===== src/rtl/seg_pkg.sv =====
// Shared seven-segment constants, digit pattern table and converter state type.
// Latency: none, pure constants and a combinational lookup.
// Backpressure: not applicable.
package seg_pkg;

    // Internal patterns are active-high, bit order {g,f,e,d,c,b,a}
    localparam logic [6:0] SEG_BLANK = 7'b0000000;
    localparam logic [6:0] SEG_DASH  = 7'b1000000;

    // Entry d holds the pattern for decimal digit d
    localparam logic [9:0][6:0] DIGIT_SEG = {
        7'b1101111,   // 9
        7'b1111111,   // 8
        7'b0000111,   // 7
        7'b1111101,   // 6
        7'b1101101,   // 5
        7'b1100110,   // 4
        7'b1001111,   // 3
        7'b1011011,   // 2
        7'b0000110,   // 1
        7'b0111111    // 0
    };

    typedef enum logic [1:0] {
        ST_IDLE   = 2'd0,
        ST_SHIFT  = 2'd1,
        ST_COMMIT = 2'd2
    } conv_state_t;

    // Non-decimal codes never come out of the converter; show them blank just in case
    function automatic logic [6:0] digit_to_seg(input logic [3:0] d);
        if (d > 4'd9) begin
            return SEG_BLANK;
        end
        return DIGIT_SEG[d];
    endfunction

endpackage


===== src/rtl/bin_to_bcd_seq.sv =====
// Sequential double-dabble: one add-3-then-shift step per clk over a 4*NUM_DIGITS BCD register.
// Latency: start accepted on one edge, VAL_W shift edges follow; bcd is final after the edge where done is high.
// Backpressure: start is ignored while busy; bcd holds its final value until the next start.
module bin_to_bcd_seq #(
    parameter int VAL_W      = 14,
    parameter int NUM_DIGITS = 4
) (
    input  logic                    clk,
    input  logic                    arst,
    input  logic                    start,
    input  logic [VAL_W-1:0]        bin,
    output logic                    busy,
    output logic                    done,
    output logic [4*NUM_DIGITS-1:0] bcd
);

    localparam int BCD_W = 4 * NUM_DIGITS;
    localparam int CNT_W = $clog2(VAL_W + 1);

    logic [VAL_W-1:0] bin_sr;
    logic [CNT_W-1:0] cnt;
    logic [BCD_W-1:0] bcd_adj;

    // Add 3 to every BCD digit that is 5 or more before the next shift
    always_comb begin
        bcd_adj = bcd;
        for (int i = 0; i < NUM_DIGITS; i++) begin
            if (bcd[4*i +: 4] >= 4'd5) begin
                bcd_adj[4*i +: 4] = bcd[4*i +: 4] + 4'd3;
            end
        end
    end

    // High during the final shift cycle, so the caller can move on in step with it
    assign done = busy && (cnt == '0);

    // Load on start, then shift the binary MSB into the adjusted BCD register VAL_W times
    always_ff @(posedge clk or posedge arst) begin
        if (arst) begin
            bin_sr <= '0;
            bcd    <= '0;
            cnt    <= '0;
            busy   <= 1'b0;
        end else if (busy) begin
            bcd    <= BCD_W'({bcd_adj, bin_sr[VAL_W-1]});
            bin_sr <= bin_sr << 1;
            if (cnt == '0) begin
                busy <= 1'b0;
            end else begin
                cnt <= cnt - 1'b1;
            end
        end else if (start) begin
            bin_sr <= bin;
            bcd    <= '0;
            cnt    <= CNT_W'(VAL_W - 1);
            busy   <= 1'b1;
        end
    end

endmodule


===== src/rtl/seg_display_mux.sv =====
// N-digit multiplexed seven-segment driver: binary value -> BCD -> scanned digit pins.
// Latency: value change to committed digits VAL_W+2 clk; pins refresh on the next clk_display tick.
// Backpressure: value changes while busy are held off and reconverted once idle; last value always wins.
module seg_display_mux
    import seg_pkg::*;
#(
    parameter int NUM_DIGITS     = 4,
    parameter int VAL_W          = 14,
    parameter int SEG_ACTIVE_LOW = 1,
    parameter int AN_ACTIVE_LOW  = 1,
    parameter int BLANK_LEADING  = 1
) (
    input  logic                  clk,
    input  logic                  arst,
    input  logic                  clk_display,
    input  logic [VAL_W-1:0]      value,
    output logic                  busy,
    output logic                  overflow,
    output logic [NUM_DIGITS-1:0] an,
    output logic [6:0]            seg
);

    localparam int                    BCD_W     = 4 * NUM_DIGITS;
    localparam int                    IDX_W     = (NUM_DIGITS > 1) ? $clog2(NUM_DIGITS) : 1;
    localparam logic [31:0]           OVF_LIMIT = 32'(10 ** NUM_DIGITS);
    localparam logic [6:0]            SEG_OFF   = (SEG_ACTIVE_LOW != 0) ? 7'h7F : 7'h00;
    localparam logic [NUM_DIGITS-1:0] AN_OFF    = (AN_ACTIVE_LOW != 0) ? {NUM_DIGITS{1'b1}} : '0;

    conv_state_t                    state;
    logic [VAL_W-1:0]               last_val;
    logic                           ovf_pend;
    logic [BCD_W-1:0]               disp_bcd;
    logic                           disp_ovf;
    logic                           start;
    logic                           conv_busy;
    logic                           conv_done;
    logic [BCD_W-1:0]               conv_bcd;
    logic [IDX_W-1:0]               idx;
    logic [IDX_W-1:0]               next_idx;
    logic [NUM_DIGITS-1:0][6:0]     pat;
    logic                           lead_zero;
    logic [NUM_DIGITS-1:0]          an_onehot;

    assign start = (state == ST_IDLE) && !conv_busy && (value != last_val);

    bin_to_bcd_seq #(
        .VAL_W      (VAL_W),
        .NUM_DIGITS (NUM_DIGITS)
    ) u_bcd (
        .clk   (clk),
        .arst  (arst),
        .start (start),
        .bin   (value),
        .busy  (conv_busy),
        .done  (conv_done),
        .bcd   (conv_bcd)
    );

    // Converter control: sample on change, wait for the shifter, then update all digits on one edge
    always_ff @(posedge clk or posedge arst) begin
        if (arst) begin
            state    <= ST_IDLE;
            last_val <= '0;
            ovf_pend <= 1'b0;
            disp_bcd <= '0;
            disp_ovf <= 1'b0;
            busy     <= 1'b0;
        end else begin
            case (state)
                ST_IDLE: begin
                    if (start) begin
                        last_val <= value;
                        ovf_pend <= (32'(value) >= OVF_LIMIT);
                        busy     <= 1'b1;
                        state    <= ST_SHIFT;
                    end
                end
                ST_SHIFT: begin
                    if (conv_done) begin
                        state <= ST_COMMIT;
                    end
                end
                ST_COMMIT: begin
                    disp_bcd <= conv_bcd;
                    disp_ovf <= ovf_pend;
                    busy     <= 1'b0;
                    state    <= ST_IDLE;
                end
                default: begin
                    state <= ST_IDLE;
                end
            endcase
        end
    end

    assign overflow = disp_ovf;

    // Per-digit active-high pattern: dashes on overflow, else digits with optional leading-zero blanking
    always_comb begin
        pat       = '0;
        lead_zero = 1'b1;
        for (int k = NUM_DIGITS - 1; k >= 0; k--) begin
            lead_zero = lead_zero && (disp_bcd[4*k +: 4] == 4'd0);
            if (disp_ovf) begin
                pat[k] = SEG_DASH;
            end else if ((BLANK_LEADING != 0) && (k != 0) && lead_zero) begin
                pat[k] = SEG_BLANK;
            end else begin
                pat[k] = digit_to_seg(disp_bcd[4*k +: 4]);
            end
        end
    end

    assign next_idx  = (idx == IDX_W'(NUM_DIGITS - 1)) ? '0 : idx + 1'b1;
    assign an_onehot = NUM_DIGITS'(1) << next_idx;

    // Scan: on each refresh tick move to the next digit and drive its anode and segments together
    always_ff @(posedge clk or posedge arst) begin
        if (arst) begin
            idx <= '0;
            an  <= AN_OFF;
            seg <= SEG_OFF;
        end else if (clk_display) begin
            idx <= next_idx;
            an  <= (AN_ACTIVE_LOW != 0) ? ~an_onehot : an_onehot;
            seg <= (SEG_ACTIVE_LOW != 0) ? ~pat[next_idx] : pat[next_idx];
        end
    end

endmodule


===== config.mk =====
export PLATFORM = sky130hd
export DESIGN_NAME = seg_display_mux
export DESIGN_NICKNAME = d
export VERILOG_FILES = /design/src/rtl/seg_pkg.sv /design/src/rtl/bin_to_bcd_seq.sv /design/src/rtl/seg_display_mux.sv
export SDC_FILE = /design/constraint.sdc
export NUM_CORES = 1
export LEC_CHECK = 0
export BUFFER_PORTS_ARGS = -buffer_cell sky130_fd_sc_hd__buf_2
export CORE_UTILIZATION = 35
export DETAILED_ROUTE_END_ITERATION = 7
export HOLD_SLACK_MARGIN = 0.12
export PLACE_DENSITY = 0.56
export SKIP_CTS_REPAIR_TIMING = 1
export SYNTH_ARGS = -nofsm -noshare
export SYNTH_HDL_FRONTEND = slang
export SYNTH_SLANG_ARGS = --single-unit

===== constraint.sdc =====
create_clock -name clk -period 3.2 [get_ports clk]
set_clock_uncertainty 0.05 [all_clocks]
set_input_delay 0.48 -clock clk [delete_from_list [all_inputs] [get_ports clk]]
set_output_delay 0.48 -clock clk [all_outputs]
set_load 0.05 [all_outputs]

==> metrics.csv, run 1 <==
metric,value,unit
critPathRequiredTime,3.37,ns
drtIter0Drc,140,
dieWidth,120,µm
max-clock-path-buffers,2,
drc,0,
synthCells,486,
clk_latency,0.34,ns
fin_area,5470,µm²
ys_types,52,
ant_nets,0,
die-area,14300,µm²
drt_pre_antenna_iters,5,
cts_sinks,83,
fp-row-count,42,
final_max_slew_viol_count,0,
worst_pin_slew,0.985,ns
finalCriticalPeriod,2.28,ns
drive_above_1_share,18.9,%
grt.total_usage,14.5,%
status,"finished, final reports clean",
drv_cap,0,
syn-num-nets,538,
synth.yosys.seq_area_share,43.1,%
cts_buffers,9,
finalSetupViolations,0,
end_kind,flop,
period_share,71.4,%
gp_congestion,0.857,
fillers,1322,
dpl-instance-area,5160,µm²
cp_max_fo,20,
synth_flop_cell,dfrtp_1,
critical_path_arrival,2.45,ns
power,5580,µW
rsz0062_at_grt,false,
syn_area,4850,µm²
hold_class,in -> async,
leakage,0.00243,µW
slew_headroom,34.3,%
diodes,0,
antenna_found_initial,0,
async_flop_share,100,%
via_count,3500,
setup_ws,0.915,ns
hpwl,6.78,mm
path_class,reg -> reg,
stdcell_count,689,
dp.cells,673,
htreeDepth,3,
cts-root-buf,clkbuf_16,
via_per_inst,5.08,
area_growth,12.8,%
routed_wl,9.56,mm
dp_worst_setup_slack,0.718,ns
nets,560,
detail_route.wl_per_cell,13.9,µm
max_freq,438,MHz
regToRegSetupSlack,0.92,ns
yosysWarnings,0,
gr-total-overflow,0,
io_pins,30,
die_h,120,µm
start_util,36.2,%
finalHoldViolCount,0,
clkTransAtPathRegs,0.06,ns
setup_tns,0,ns
cp-start-kind,flop,
grt_pass1_vias,3407,
ir_drop,0.000387,V
avgSynthCellArea,9.98,µm²
grt_max_degree,50,
cts_tree,built,
synth-edff-count,0,
synth-seq-cells,83,
grt_pass1_wl,16.6,mm
power_density,1020,nW/µm²
portBuffers,29,
fp.coreArea,13400,µm²
-- critical path, stage by stage, from the launching register on --
cell     delay [ns]
dfrtp_1        0.39
xor2_1         0.15
nor4_1         0.36
nand4_1        0.28
nand2_2        0.37
buf_12         0.22
mux2_1         0.34
-- layout by cell type, fill, tap and decap left out, types with 5 or more instances in the layout --
cell	count
mux2_2	29
ha_1	35
nand2_1	56
a31oi_1	6
nand2b_1	13
dfrtp_1	72
nand3_1	8
xor2_1	14
nor2b_1	10
clkbuf_16	9
a21oi_1	15
dfstp_2	11
and2_1	6
nor4_1	6
xnor2_1	6
o21ai_1	5
nor2_1	25
inv_1	26
nor3b_1	5
o31ai_1	8
buf_2	29
nor3_1	8
mux2_1	20
o21ai_0	33
o2bb2ai_1	5
-- power by group --
part	switching [µW]	internal, µW	total (µW)
sequential	397	1530	1930
combinational	1510	1080	2590
clock	429	629	1060
-- sequential cells by signal, indices dropped and copies added (netlist names), 2 cells and up --
name and cells:
u_bcd.bcd 16, state 2, idx 2, u_bcd.cnt 4, an 4, disp_bcd 16, last_val 14, seg 7
u_bcd.bin_sr 14
-- Yosys cell counts, types with 6 or more instances --
cell type	count	area, µm²
o31ai_1	8	60.1
nand2_1	56	210
nand3_1	8	40.0
a21oi_1	15	75.1
clkbuf_1	16	60.1
nor2_1	25	93.8
mux2_1	20	225
dfrtp_1	72	1800
inv_1	27	101
nor3_1	8	40.0
dfstp_2	11	289
nand2b_1	13	81.3
nor2b_1	10	62.6
nor4_1	6	37.5
a31oi_1	6	37.5
o21ai_0	33	165
ha_1	35	438
xor2_1	14	123
and2_1	6	37.5
xnor2_1	6	52.6
mux2_2	29	327
-- area by class of cell --
class / count / area, µm² / area share [%]
Sequential cell: 83 / 2090 / 38.2
Timing Repair Buffer: 34 / 208 / 3.80
Inverter: 27 / 103 / 1.88
Clock inverter: 5 / 62.6 / 1.14
Tap cell: 176 / 220 / 4.03
Multi-Input combinational cell: 353 / 2540 / 46.5
Clock buffer: 11 / 243 / 4.44
-- logic make-up after synthesis --
group / after synthesis / share of synthesized area, %
AO/OA/AOI/OAI: 99 / 13.2
AND/OR/NAND/NOR: 149 / 15.0
buffers and inverters: 50 / 4.41
XOR/XNOR: 20 / 3.61
flip-flops: 83 / 43.1
adder cells (fa/ha/maj): 35 / 9.03
multiplexers: 50 / 11.6
-- metal layers --
metal	GRT usage (%)	vias up	wire length [µm]
li1	-	1741	-
met1	18.4	1678	4530
met2	23.6	68	4510
met3	4.42	13	375
met4	4.53	0	134
met5	0	-	0
-- per-stage QoR --
step                      util [%]  hold slack, ns
after global placement        38.5           0.418
after floorplan                  -           0.393
final                         40.8           0.158
after CTS                     40.8           0.169
after detailed placement      38.5           0.411
after global routing          40.8           0.191
-- worst paths after layout --
check	startpoint	endpoint	cells after the start
setup / recovery	last_val[0]	u_bcd.bin_sr[11]	6
hold / removal	arst	u_bcd.bcd[13]	2
setup reg to reg	last_val[0]	u_bcd.bin_sr[11]	6
hold reg to reg	busy	busy	2
max in group asynchronous	arst	disp_bcd[0]	3
min in group clk	value[1]	u_bcd.bin_sr[1]	2
Note: power is estimated with default switching activity, not from simulation.
==> run 2, diff against run 1 <==
- PLACE_DENSITY: 0.56 -> 0.58
- clock period: 3.2 -> 1.9 ns (I/O delays scaled with it)
==> run 2 against run 1 <==
The run now ends with setup timing left. Wire length grew 5.6%. Clock power rose by 70%. Critical path type unchanged. Total power increased by 88%. Combinational power increased by 110%. Clock-buffer cell count rose by 2. Largest power group unchanged. Fmax grew 18%. Worst setup slack lost 0.95 ns.
==> metrics.csv, run 2 (synthesized netlist as in run 1, its figures left out) <==
metric,value,unit
grt_max_degree,84,
period_share,102,%
clkPwrFrac,17.2,%
layout_common_cells,"dfrtp_1, nand2_1, ha_1, buf_4, o21ai_0",
htreeDepth,3,
nets,600,
drive_above_1_share,31.3,%
hp-start,value[1],
gr-total-overflow,0,
final_max_slew_viol_count,0,
rsz0062_at_grt,true,
die_h,120,µm
critPathRequiredTime,2.06,ns
detail_route.wl_per_cell,13.8,µm
cp_max_fo,11,
dp.cells,708,
fp-row-count,42,
grt_pass1_wl,16.3,mm
worst_pin_slew,0.442,ns
fin_area,6100,µm²
antenna_found_initial,0,
via_per_inst,4.95,
timing.rr.start,last_val[4],
drc,0,
drt_pre_antenna_iters,4,
cts_sinks,83,
cp.buffers_inverters,1,
dieWidth,120,µm
timing.rr.end,last_val[12],
gp_congestion,0.875,
max_freq,516,MHz
clkTransAtPathRegs,0.06,ns
min_to,last_val[1],
critical_path_arrival,2.10,ns
cts-root-buf,clkbuf_16,
startpoint,last_val[4],
routed_wl,10.1,mm
cts_buffers,9,
max_stage_delay,0.39,ns
crit_cells,6,
largestRegisters,"disp_bcd x16, u_bcd.bcd x16",
path_delay_family,simple AND/OR/NAND/NOR gates,
dp_worst_setup_slack,-0.0430,ns
start_util,36.2,%
hpwl,6.97,mm
leakage,0.00278,µW
finalCriticalPeriod,1.94,ns
cp-start-kind,flop,
power_frac_seq,30.3,%
setup_ws,-0.0379,ns
switching_share,40.6,%
via_count,3611,
dpl-instance-area,5440,µm²
power_density,1720,nW/µm²
ir_drop,0.000590,V
power,10500,µW
stdcell_count,729,
status,"finished, violations left",
regToRegSetupSlack,-0.04,ns
p_sw,4250,µW
area_growth,25.8,%
finalSetupViolations,18,
crit_chain,xor2_1 > nor4_1 > nand4_1 > nand2_2 > buf_8 > mux2_1,
combPwrFrac,52.5,%
finalHoldViolCount,0,
fp.coreArea,13400,µm²
hold_path_depth,2,
setup_tns,-0.389,ns
drtIter0Drc,178,
grt.total_usage,14.2,%
die-area,14300,µm²
diodes,0,
cellInternalPower,6230,µW
grt_pass1_vias,3484,
clk_latency,0.33,ns
reg2reg_depth,6,
ant_nets,0,
cts_tree,built,
portBuffers,29,
path_class,reg -> reg,
max-clock-path-buffers,2,
layout_commonest_cell,dfrtp_1,
slew_headroom,70.5,%
drv_cap,0,
hold_class,in -> reg,
end_kind,flop,
io_pins,30,
cpMaxStageDelayCell,dfrtp_1,
violations,setup timing,
run 2: how the worst max path moves through the flow:
stage                      end  slack (ns)
2_1_floorplan      last_val[3]        0.09
3_3_place_gp   u_bcd.bin_sr[2]      -0.007
3_5_place_dp       last_val[3]       -0.04
4_1_cts            last_val[3]       -0.05
5_1_grt           last_val[12]       -0.18
6_report          last_val[12]       -0.04
run 2: worst register-to-register path, stage by stage, from the launching register on:
cell and delay (ns):
dfrtp_1 0.39, xor2_1 0.16, nor4_1 0.29, nand4_1 0.21
nand2_2 0.22, buf_8 0.17, mux2_1 0.33
run 2: per-layer routing:
layer  vias to the layer above  track usage [%]  share of wire, %
li1                       1819                -                 -
met1                      1725             18.3                47
met2                        51             23.5                49
met3                        16             3.23               2.6
met4                         0             4.30               1.4
met5                         -                0                 0
run 2: layout make-up:
cell class,count,area (µm²)
Fill cell,1277,7300
Sequential cell,83,2090
Inverter,27,105
Timing Repair Buffer,74,579
Tap cell,176,220
Clock inverter,3,45.0
Multi-Input combinational cell,353,2790
Clock buffer,13,270
run 2: per-stage QoR:
step	utilization, %	hold WS [ns]
after floorplan	-	0.367
after global placement	40.6	0.393
after CTS	43.0	0.0387
after detailed placement	40.6	0.400
final	45.5	0.173
after global routing	45.5	0.165
run 2: power groups by stage:
| stage | clock network [µW] | logic [µW] | registers (µW) |
|---|---|---|---|
| 2_1_floorplan | 0 | 3190 | 3440 |
| 4_1_cts | 1860 | 4840 | 3160 |
| 5_1_grt | 1910 | 6100 | 3300 |
| 6_report | 1800 | 5510 | 3170 |
| 3_5_place_dp | 0 | 4820 | 3190 |
| 3_3_place_gp | 0 | 4740 | 3160 |
